==> config.mk <==
export PLATFORM = sky130hd
export DESIGN_NAME = dmi_jtag_tap
export DESIGN_NICKNAME = d
export VERILOG_FILES = /design/src/rtl/dmi_jtag_tap.sv
export SDC_FILE = /design/constraint.sdc
export NUM_CORES = 1
export LEC_CHECK = 0
export ABC_CLOCK_PERIOD_IN_PS = 1500
export CORE_MARGIN = 5
export CORE_UTILIZATION = 25
export CTS_BUF_LIST = sky130_fd_sc_hd__clkbuf_16
export CTS_CLUSTER_SIZE = 28
export DETAILED_ROUTE_END_ITERATION = 10
export MAX_ROUTING_LAYER = met4
export PLACE_DENSITY_LB_ADDON = 0.2
export SLEW_MARGIN = 20
export SYNTH_ARGS = -nofsm -noshare
export SYNTH_HDL_FRONTEND = slang
export SYNTH_SLANG_ARGS = --single-unit
==> constraint.sdc <==
create_clock -name tck_i -period 1.5 [get_ports tck_i]
set_input_delay 0.225 -clock tck_i [delete_from_list [all_inputs] [get_ports tck_i]]
set_output_delay 0.225 -clock tck_i [all_outputs]
set_load 0.02 [all_outputs]
==> src/rtl/dmi_jtag_tap.sv <==
// dmi_jtag_tap: IEEE 1149.1 TAP controller with IDCODE/BYPASS/DTMCS registers
// and strobes/TDO muxing for the downstream DMI shift register.
module dmi_jtag_tap #(
  parameter int unsigned IrLength    = 5,
  parameter logic [31:0] IdcodeValue = 32'h0000_0001
) (
  input  logic       tck_i,
  input  logic       trst_ni,
  input  logic       tms_i,
  input  logic       tdi_i,
  output logic       tdo_o,
  output logic       tdo_oe_o,
  input  logic       dmi_tdo_i,
  input  logic [1:0] dmistat_i,
  output logic       dmi_access_o,
  output logic       capture_dr_o,
  output logic       shift_dr_o,
  output logic       update_dr_o,
  output logic       dmi_tdi_o,
  output logic       dmi_reset_o
);
  typedef enum logic [3:0] {
    TestLogicReset, RunTestIdle, SelectDrScan, CaptureDr, ShiftDr, Exit1Dr, PauseDr, Exit2Dr,
    UpdateDr, SelectIrScan, CaptureIr, ShiftIr, Exit1Ir, PauseIr, Exit2Ir, UpdateIr
  } state_e;
  localparam logic [IrLength-1:0] IrIdcode  = IrLength'(5'h01);
  localparam logic [IrLength-1:0] IrDtmcs   = IrLength'(5'h10);
  localparam logic [IrLength-1:0] IrDmi     = IrLength'(5'h11);
  localparam logic [IrLength-1:0] IrCapture = IrLength'(5'b00101);
  state_e              state;
  logic [IrLength-1:0] ir, ir_sr;
  logic [31:0]         dr_sr, dr_capture;
  logic                sel_idcode, sel_dtmcs, sel_bypass;
  assign sel_idcode   = ir == IrIdcode;
  assign sel_dtmcs    = ir == IrDtmcs;
  assign dmi_access_o = ir == IrDmi;
  assign sel_bypass   = !(sel_idcode || sel_dtmcs || dmi_access_o);
  assign dr_capture   = sel_idcode ? IdcodeValue :
                        sel_dtmcs  ? {17'b0, 3'd1, dmistat_i, 6'd7, 4'd1} : 32'b0;
  assign capture_dr_o = dmi_access_o && state == CaptureDr;
  assign shift_dr_o   = dmi_access_o && state == ShiftDr;
  assign update_dr_o  = dmi_access_o && state == UpdateDr;
  assign dmi_tdi_o    = tdi_i;
  // dmireset (bit 16) and dmihardreset (bit 17) both just request a DMI reset
  assign dmi_reset_o  = sel_dtmcs && state == UpdateDr && |dr_sr[17:16];
  always_ff @(posedge tck_i or negedge trst_ni) begin
    if (!trst_ni) begin
      state <= TestLogicReset;
      ir    <= IrIdcode;
      ir_sr <= '0;
      dr_sr <= '0;
    end else begin
      unique case (state)
        TestLogicReset: state <= tms_i ? TestLogicReset : RunTestIdle;
        RunTestIdle:    state <= tms_i ? SelectDrScan : RunTestIdle;
        SelectDrScan:   state <= tms_i ? SelectIrScan : CaptureDr;
        CaptureDr:      state <= tms_i ? Exit1Dr : ShiftDr;
        ShiftDr:        state <= tms_i ? Exit1Dr : ShiftDr;
        Exit1Dr:        state <= tms_i ? UpdateDr : PauseDr;
        PauseDr:        state <= tms_i ? Exit2Dr : PauseDr;
        Exit2Dr:        state <= tms_i ? UpdateDr : ShiftDr;
        UpdateDr:       state <= tms_i ? SelectDrScan : RunTestIdle;
        SelectIrScan:   state <= tms_i ? TestLogicReset : CaptureIr;
        CaptureIr:      state <= tms_i ? Exit1Ir : ShiftIr;
        ShiftIr:        state <= tms_i ? Exit1Ir : ShiftIr;
        Exit1Ir:        state <= tms_i ? UpdateIr : PauseIr;
        PauseIr:        state <= tms_i ? Exit2Ir : PauseIr;
        Exit2Ir:        state <= tms_i ? UpdateIr : ShiftIr;
        UpdateIr:       state <= tms_i ? SelectDrScan : RunTestIdle;
      endcase
      if (state == TestLogicReset) ir <= IrIdcode;
      else if (state == UpdateIr) ir <= ir_sr;
      if (state == CaptureIr) ir_sr <= IrCapture;
      else if (state == ShiftIr) ir_sr <= {tdi_i, ir_sr[IrLength-1:1]};
      if (state == CaptureDr) dr_sr <= dr_capture;
      else if (state == ShiftDr) dr_sr <= sel_bypass ? {31'b0, tdi_i} : {tdi_i, dr_sr[31:1]};
    end
  end
  always_ff @(negedge tck_i or negedge trst_ni) begin
    if (!trst_ni) begin
      tdo_o    <= 1'b0;
      tdo_oe_o <= 1'b0;
    end else begin
      tdo_o    <= state == ShiftIr ? ir_sr[0] : dmi_access_o ? dmi_tdo_i : dr_sr[0];
      tdo_oe_o <= state == ShiftIr || state == ShiftDr;
    end
  end
endmodule
==> impl_metrics.json, run 1 <==
{
  "run_status": "complete, but fails checks",
  "violations": "setup timing",
  "crit_arrival_ns": 1.31,
  "h-tree-depth": 2,
  "critPathLaunchType": "flop",
  "grt_pass1_wl_um": 8830,
  "routed_wl_um": 5610,
  "fill_cells": 862,
  "worstMarginPinSlew_ns": 0.367,
  "stdcell_count": 374,
  "syn_area_sq_mm": 0.00217,
  "end_kind": "flop",
  "syn-num-nets": 205,
  "r2r_setup_slack_ns": -0.41,
  "synth-warning-count": 0,
  "setup_viol": 41,
  "fin_worst_skew_ns": 0.0215,
  "r2r-start": "ir[2]$_DFFE_PN0P_",
  "fp.dieH_um": 103,
  "drtIter0Drc": 80,
  "reg2regPathDepth": 4,
  "drive_gt1_share_pct": 38.7,
  "hold_viol": 0,
  "vias": 1746,
  "dp_cells": 346,
  "initial_core_util_pct": 25.3,
  "final_core_util_pct": 37.6,
  "setup-tns-final_ns": -7.51,
  "clock_latency_ns": 0.30,
  "avgViaCountPerCell": 4.67,
  "n_antenna_cell": 0,
  "antenna_found_initial": 0,
  "syn_inst": 198,
  "std_cell_rows": 34,
  "postSynthAreaPerCell_sq_um": 11.0,
  "clockRootBuffer": "clkbuf_16",
  "hpwl_um": 3390,
  "vdd_drop_max_mv": 0.536,
  "async_flop_share_pct": 100,
  "area_growth_pct": 48.7,
  "max-slew-margin-rel_pct": 75.5,
  "clockBufferDepth": 2,
  "grt_usage_pct": 11.3,
  "most-common-layout-cells": "dfrtp_1, buf_4, a22o_1",
  "p_leak_nw": 1.49,
  "cp_data_required_time_ns": 0.90,
  "seq_area_sq_mm": 0.00120,
  "cts_buffers": 5,
  "cap_violations": 0,
  "design_power_total_mw": 6.28,
  "firstDrtPassIters": 4,
  "numPortBuffers": 14,
  "gp_congestion": 0.773,
  "wl_per_cell_um": 15.0,
  "crit_type": "flop to flop",
  "grt_max_degree": 46,
  "dieArea_sq_mm": 0.0107,
  "hold-worst-slack_ns": 0.308,
  "crit_start": "ir[2]$_DFFE_PN0P_",
  "gr-total-overflow": 0,
  "synth-seq-cells": 48,
  "fp.dieW_um": 103,
  "multi_input_area_sq_mm": 0.00101,
  "power_density_mw_per_mm2": 1940,
  "ant_nets": 0,
  "hold_path.class": "primary input to asynchronous set/reset pin",
  "core-area_sq_mm": 0.00859,
  "io_pins": 15,
  "clk_pin_slew_ns": 0.06,
  "ys_seq_area_share_pct": 55.4,
  "synth_cell_types": 39,
  "path_max_fanout": 3,
  "cts_tree": "done",
  "grt_pass1_vias": 1696,
  "timing.final.ws_setup_ns": -0.405,
  "synth_edf_count": 0,
  "drc": 0,
  "synth_ff_type": "dfrtp_1",
  "slew_violations": 0,
  "layout_commonest_cell": "dfrtp_1",
  "final_nets": 272,
  "rsz0062_at_grt": "yes",
  "cts_sinks": 48,
  "r2r_end": "tdo_o$_DFF_NN0_"
}
[state kept, by name, indices dropped and copies added, names as in the netlist]
register,cells
dr_sr,32
ir,5
ir_sr,5
state,4
tdo_o,1
tdo_oe_o,1
[layout make-up]
| cell class | instances | share of cell area, % |
|---|---|---|
| Tap cell | 108 | 4.18 |
| Inverter | 5 | 0.581 |
| Timing Repair Buffer | 72 | 21.6 |
| Sequential cell | 48 | 37.3 |
| Clock buffer | 5 | 3.87 |
| Multi-Input combinational cell | 133 | 31.1 |
| Clock inverter | 3 | 1.32 |
[worst max-delay path by stage]
stage / slack (ns) / cells after the start / to
CTS: -0.41 / 4 / tdo_o$_DFF_NN0_
global route: -0.50 / 4 / tdo_o$_DFF_NN0_
global placement: -0.47 / 4 / tdo_o$_DFF_NN0_
floorplan: -0.41 / 4 / tdo_o$_DFF_NN0_
finish: -0.41 / 4 / tdo_o$_DFF_NN0_
detailed placement: -0.48 / 4 / tdo_o$_DFF_NN0_
[layer usage]
metal	vias to the layer above	wire, um	track usage [%]	share of wire (%)
li1	860	-	-	-
met1	863	2870	15.2	51
met2	19	2540	16.8	45
met3	4	129	2.41	2.3
met4	0	71	3.88	1.3
met5	-	0	-	0
[synth_stat cells, types with 2 or more instances]
cell type	count	share of area, %
dfrtp_1	45	52
a22o_1	25	10
a21oi_1	21	4.8
nand2_1	19	3.3
nor2_1	12	2.1
nand3_1	9	2.1
o21ai_0	8	1.8
buf_6	5	2.6
clkbuf_1	5	0.86
inv_1	5	0.86
o22ai_1	5	1.4
nor2b_1	4	1.2
a32oi_1	3	1.2
mux2i_1	3	1.4
and3_1	2	0.58
buf_12	2	1.8
buf_4	2	0.69
dfrtn_1	2	2.3
[power by group]
part           leakage [nW]  internal (mW)  switching (mW)
Combinational         0.772           1.57            1.51
Sequential            0.639           1.67           0.270
Clock                0.0814          0.784           0.479
Total                  1.49           4.02            2.26
[kinds of logic after synthesis]
family / count (synthesis) / share of synthesized area (%)
buf+inv: 20 / 7.08
simple gates: 55 / 13.0
xor+xnor: 1 / 0.403
mux: 3 / 1.38
flops: 48 / 55.4
compound gates: 71 / 22.8
[through the flow]
| stage | worst slack [ns] | instance area, sq um |
|---|---|---|
| finish | -0.405 | 3230 |
| global route | -0.497 | 3230 |
| CTS | -0.410 | 3150 |
| detailed placement | -0.476 | 2680 |
| global placement | -0.469 | 2680 |
| floorplan | -0.415 | 2230 |
[critical path, stage by stage (launching register included)]
cell     delay, ns
dfrtp_1       0.41
nor3_4        0.27
nand3_4       0.12
mux2i_1       0.16
a21oi_1       0.07
[what timing repair did]
| action | CTS | global route |
|---|---|---|
| cloned | 5 | 1 |
| setup buffers | 12 | 4 |
| endpoints found under the setup margin | 42 | 42 |
| pin swaps | 11 | 24 |
| hold buffers | 1 | 0 |
| hold endpoints to repair | 1 | 0 |
| gates resized for setup | 62 | 26 |
Power figures use the tool's default switching activity.
==> run 2: changes to the inputs <==
Settings changed: CORE_ASPECT_RATIO set to 0.75.
==> run 2 against run 1 <==
  * The run still ends with setup timing left
  * Clock power about the same
  * Critical path depth unchanged
  * Clock skew about the same
  * Wire length increased by 6.1%
  * Flip-flop and latch count unchanged
==> impl_metrics.json, run 2 (synthesis gave the netlist of run 1 again) <==
{
  "run_status": "complete, but fails checks",
  "violations": "setup timing",
  "p_leak_nw": 1.57,
  "drtIter0Drc": 101,
  "h-tree-depth": 2,
  "firstDrtPassIters": 4,
  "grt_pass1_wl_um": 9270,
  "stdcell_count": 386,
  "cap_violations": 0,
  "cts_buffers": 5,
  "core-area_sq_mm": 0.00845,
  "hold_viol": 0,
  "hpwl_um": 3450,
  "final_nets": 284,
  "clockRootBuffer": "clkbuf_16",
  "gr-total-overflow": 0,
  "drc": 0,
  "timing.final.ws_setup_ns": -0.359,
  "fp.dieH_um": 90.7,
  "layout_commonest_cell": "buf_4",
  "fp.dieW_um": 118,
  "crit_arrival_ns": 1.26,
  "end_kind": "flop",
  "crit_type": "flop to flop",
  "grt_pass1_vias": 1712,
  "grt_max_degree": 28,
  "largest_reg_flops": 32,
  "dieArea_sq_mm": 0.0107,
  "stdcell_area_sq_mm": 0.00334,
  "vdd_drop_max_mv": 0.662,
  "path_cells": "nor3_4 > nand3_4 > mux2i_1 > a21oi_1",
  "slew_violations": 0,
  "crit_path_max_incr_delay_ns": 0.40,
  "std_cell_rows": 29,
  "initial_core_util_pct": 25.7,
  "critPathBufInv": 0,
  "fin_worst_skew_ns": 0.0215,
  "vias": 1810,
  "critPathLaunchType": "flop",
  "numPortBuffers": 14,
  "setup_viol": 41,
  "grt_usage_pct": 11.0,
  "period_needed_ns": 1.86,
  "most-common-layout-cells": "buf_4, dfrtp_1, a22o_1",
  "path_max_fanout": 3,
  "io_pins": 15,
  "worst_path_max_delay_cell": "dfrtp_1",
  "rsz0062_at_grt": "yes",
  "fill_cells": 818,
  "top_regs": "dr_sr x32, ir x5, ir_sr x5",
  "clock_latency_ns": 0.31,
  "cp_data_required_time_ns": 0.90,
  "gp_congestion": 0.755,
  "max-slew-margin-rel_pct": 75.3,
  "area_growth_pct": 53.9,
  "avgViaCountPerCell": 4.69,
  "hold_path.class": "flop to flop",
  "ant_nets": 0,
  "routed_wl_um": 5960,
  "cts_sinks": 48,
  "setup-tns-final_ns": -7.34,
  "fmax_ghz": 0.542,
  "dp_cells": 350,
  "clk_pin_slew_ns": 0.07,
  "hold-worst-slack_ns": 0.465,
  "design_power_total_mw": 6.61,
  "power_density_mw_per_mm2": 1980,
  "wl_per_cell_um": 15.4,
  "cts_tree": "done",
  "placed_cell_area_sq_mm": 0.00269,
  "n_antenna_cell": 0,
  "drive_gt1_share_pct": 45.7,
  "critPathTopFamily": "flip-flops",
  "worstMarginPinSlew_ns": 0.371,
  "antenna_found_initial": 0,
  "post-route-period-util_pct": 124,
  "clockBufferDepth": 2,
  "regMostFlops": "dr_sr"
}
-- run 2: changes by cell type in the layout (fill, tap and decap cells not counted), sizes merged --
cell	delta
buf	+12
-- run 2: where the power goes --
part	switching, mW	internal, mW
Clock	0.503	0.785
Sequential	0.320	1.68
Combinational	1.59	1.74
Total	2.41	4.20
-- run 2: worst paths after layout --
| kind | startpoint | to | slack (ns) | cells past startpoint |
|---|---|---|---|---|
| worst max register to register | ir[1]$_DFFE_PN0P_ | tdo_o$_DFF_NN0_ | -0.36 | 4 |
| worst min-delay path | dr_sr[10]$_DFFE_PN0P_ | dr_sr[10]$_DFFE_PN0P_ | 0.47 | 2 |
| max in group asynchronous | trst_ni | tdo_o$_DFF_NN0_ | 0.46 | 2 |
| min in group asynchronous | trst_ni | state[3]$_DFF_PN0_ | 0.51 | 3 |
| worst min register to register | dr_sr[10]$_DFFE_PN0P_ | dr_sr[10]$_DFFE_PN0P_ | 0.47 | 2 |
| worst max-delay path | ir[1]$_DFFE_PN0P_ | tdo_o$_DFF_NN0_ | -0.36 | 4 |
-- run 2: worst register-to-register path, cell delays in order, from the launching register on --
cell and delay [ns]:
dfrtp_1 0.40, nor3_4 0.24, nand3_4 0.11, mux2i_1 0.15
a21oi_1 0.07
-- run 2: metrics by stage --
stage | util, % | setup WS [ns]
finish | 39.5 | -0.359
global route | 39.5 | -0.451
CTS | 37.8 | -0.401
detailed placement | 31.8 | -0.483
global placement | 31.8 | -0.498
floorplan | - | -0.415
-- run 2: repair_timing --
action / CTS / global route
endpoints found under the hold margin: 18 / 0
hold buffers: 1 / 0
gates cloned: 5 / 1
endpoints found under the setup margin: 42 / 48
pin swaps: 21 / 21
buffers inserted: 15 / 10
gates resized for setup: 67 / 35
-- run 2: cell type report --
cell class / instances / area (sq um) / share of cell area (%)
Sequential cell: 48 / 1210 / 36.1
Multi-Input combinational cell: 133 / 1050 / 31.4
Timing Repair Buffer: 84 / 764 / 22.9
Tap cell: 108 / 135 / 4.04
Clock buffer: 5 / 125 / 3.74
Clock inverter: 3 / 42.5 / 1.27
Inverter: 5 / 18.8 / 0.561
-- run 2: metal layers --
layer / vias up / wire [um] / global-route usage [%]
li1: 885 / - / -
met1: 878 / 3110 / 16.4
met2: 39 / 2510 / 14.7
met3: 8 / 287 / 3.19
met4: 0 / 46 / 1.81
met5: - / 0 / -
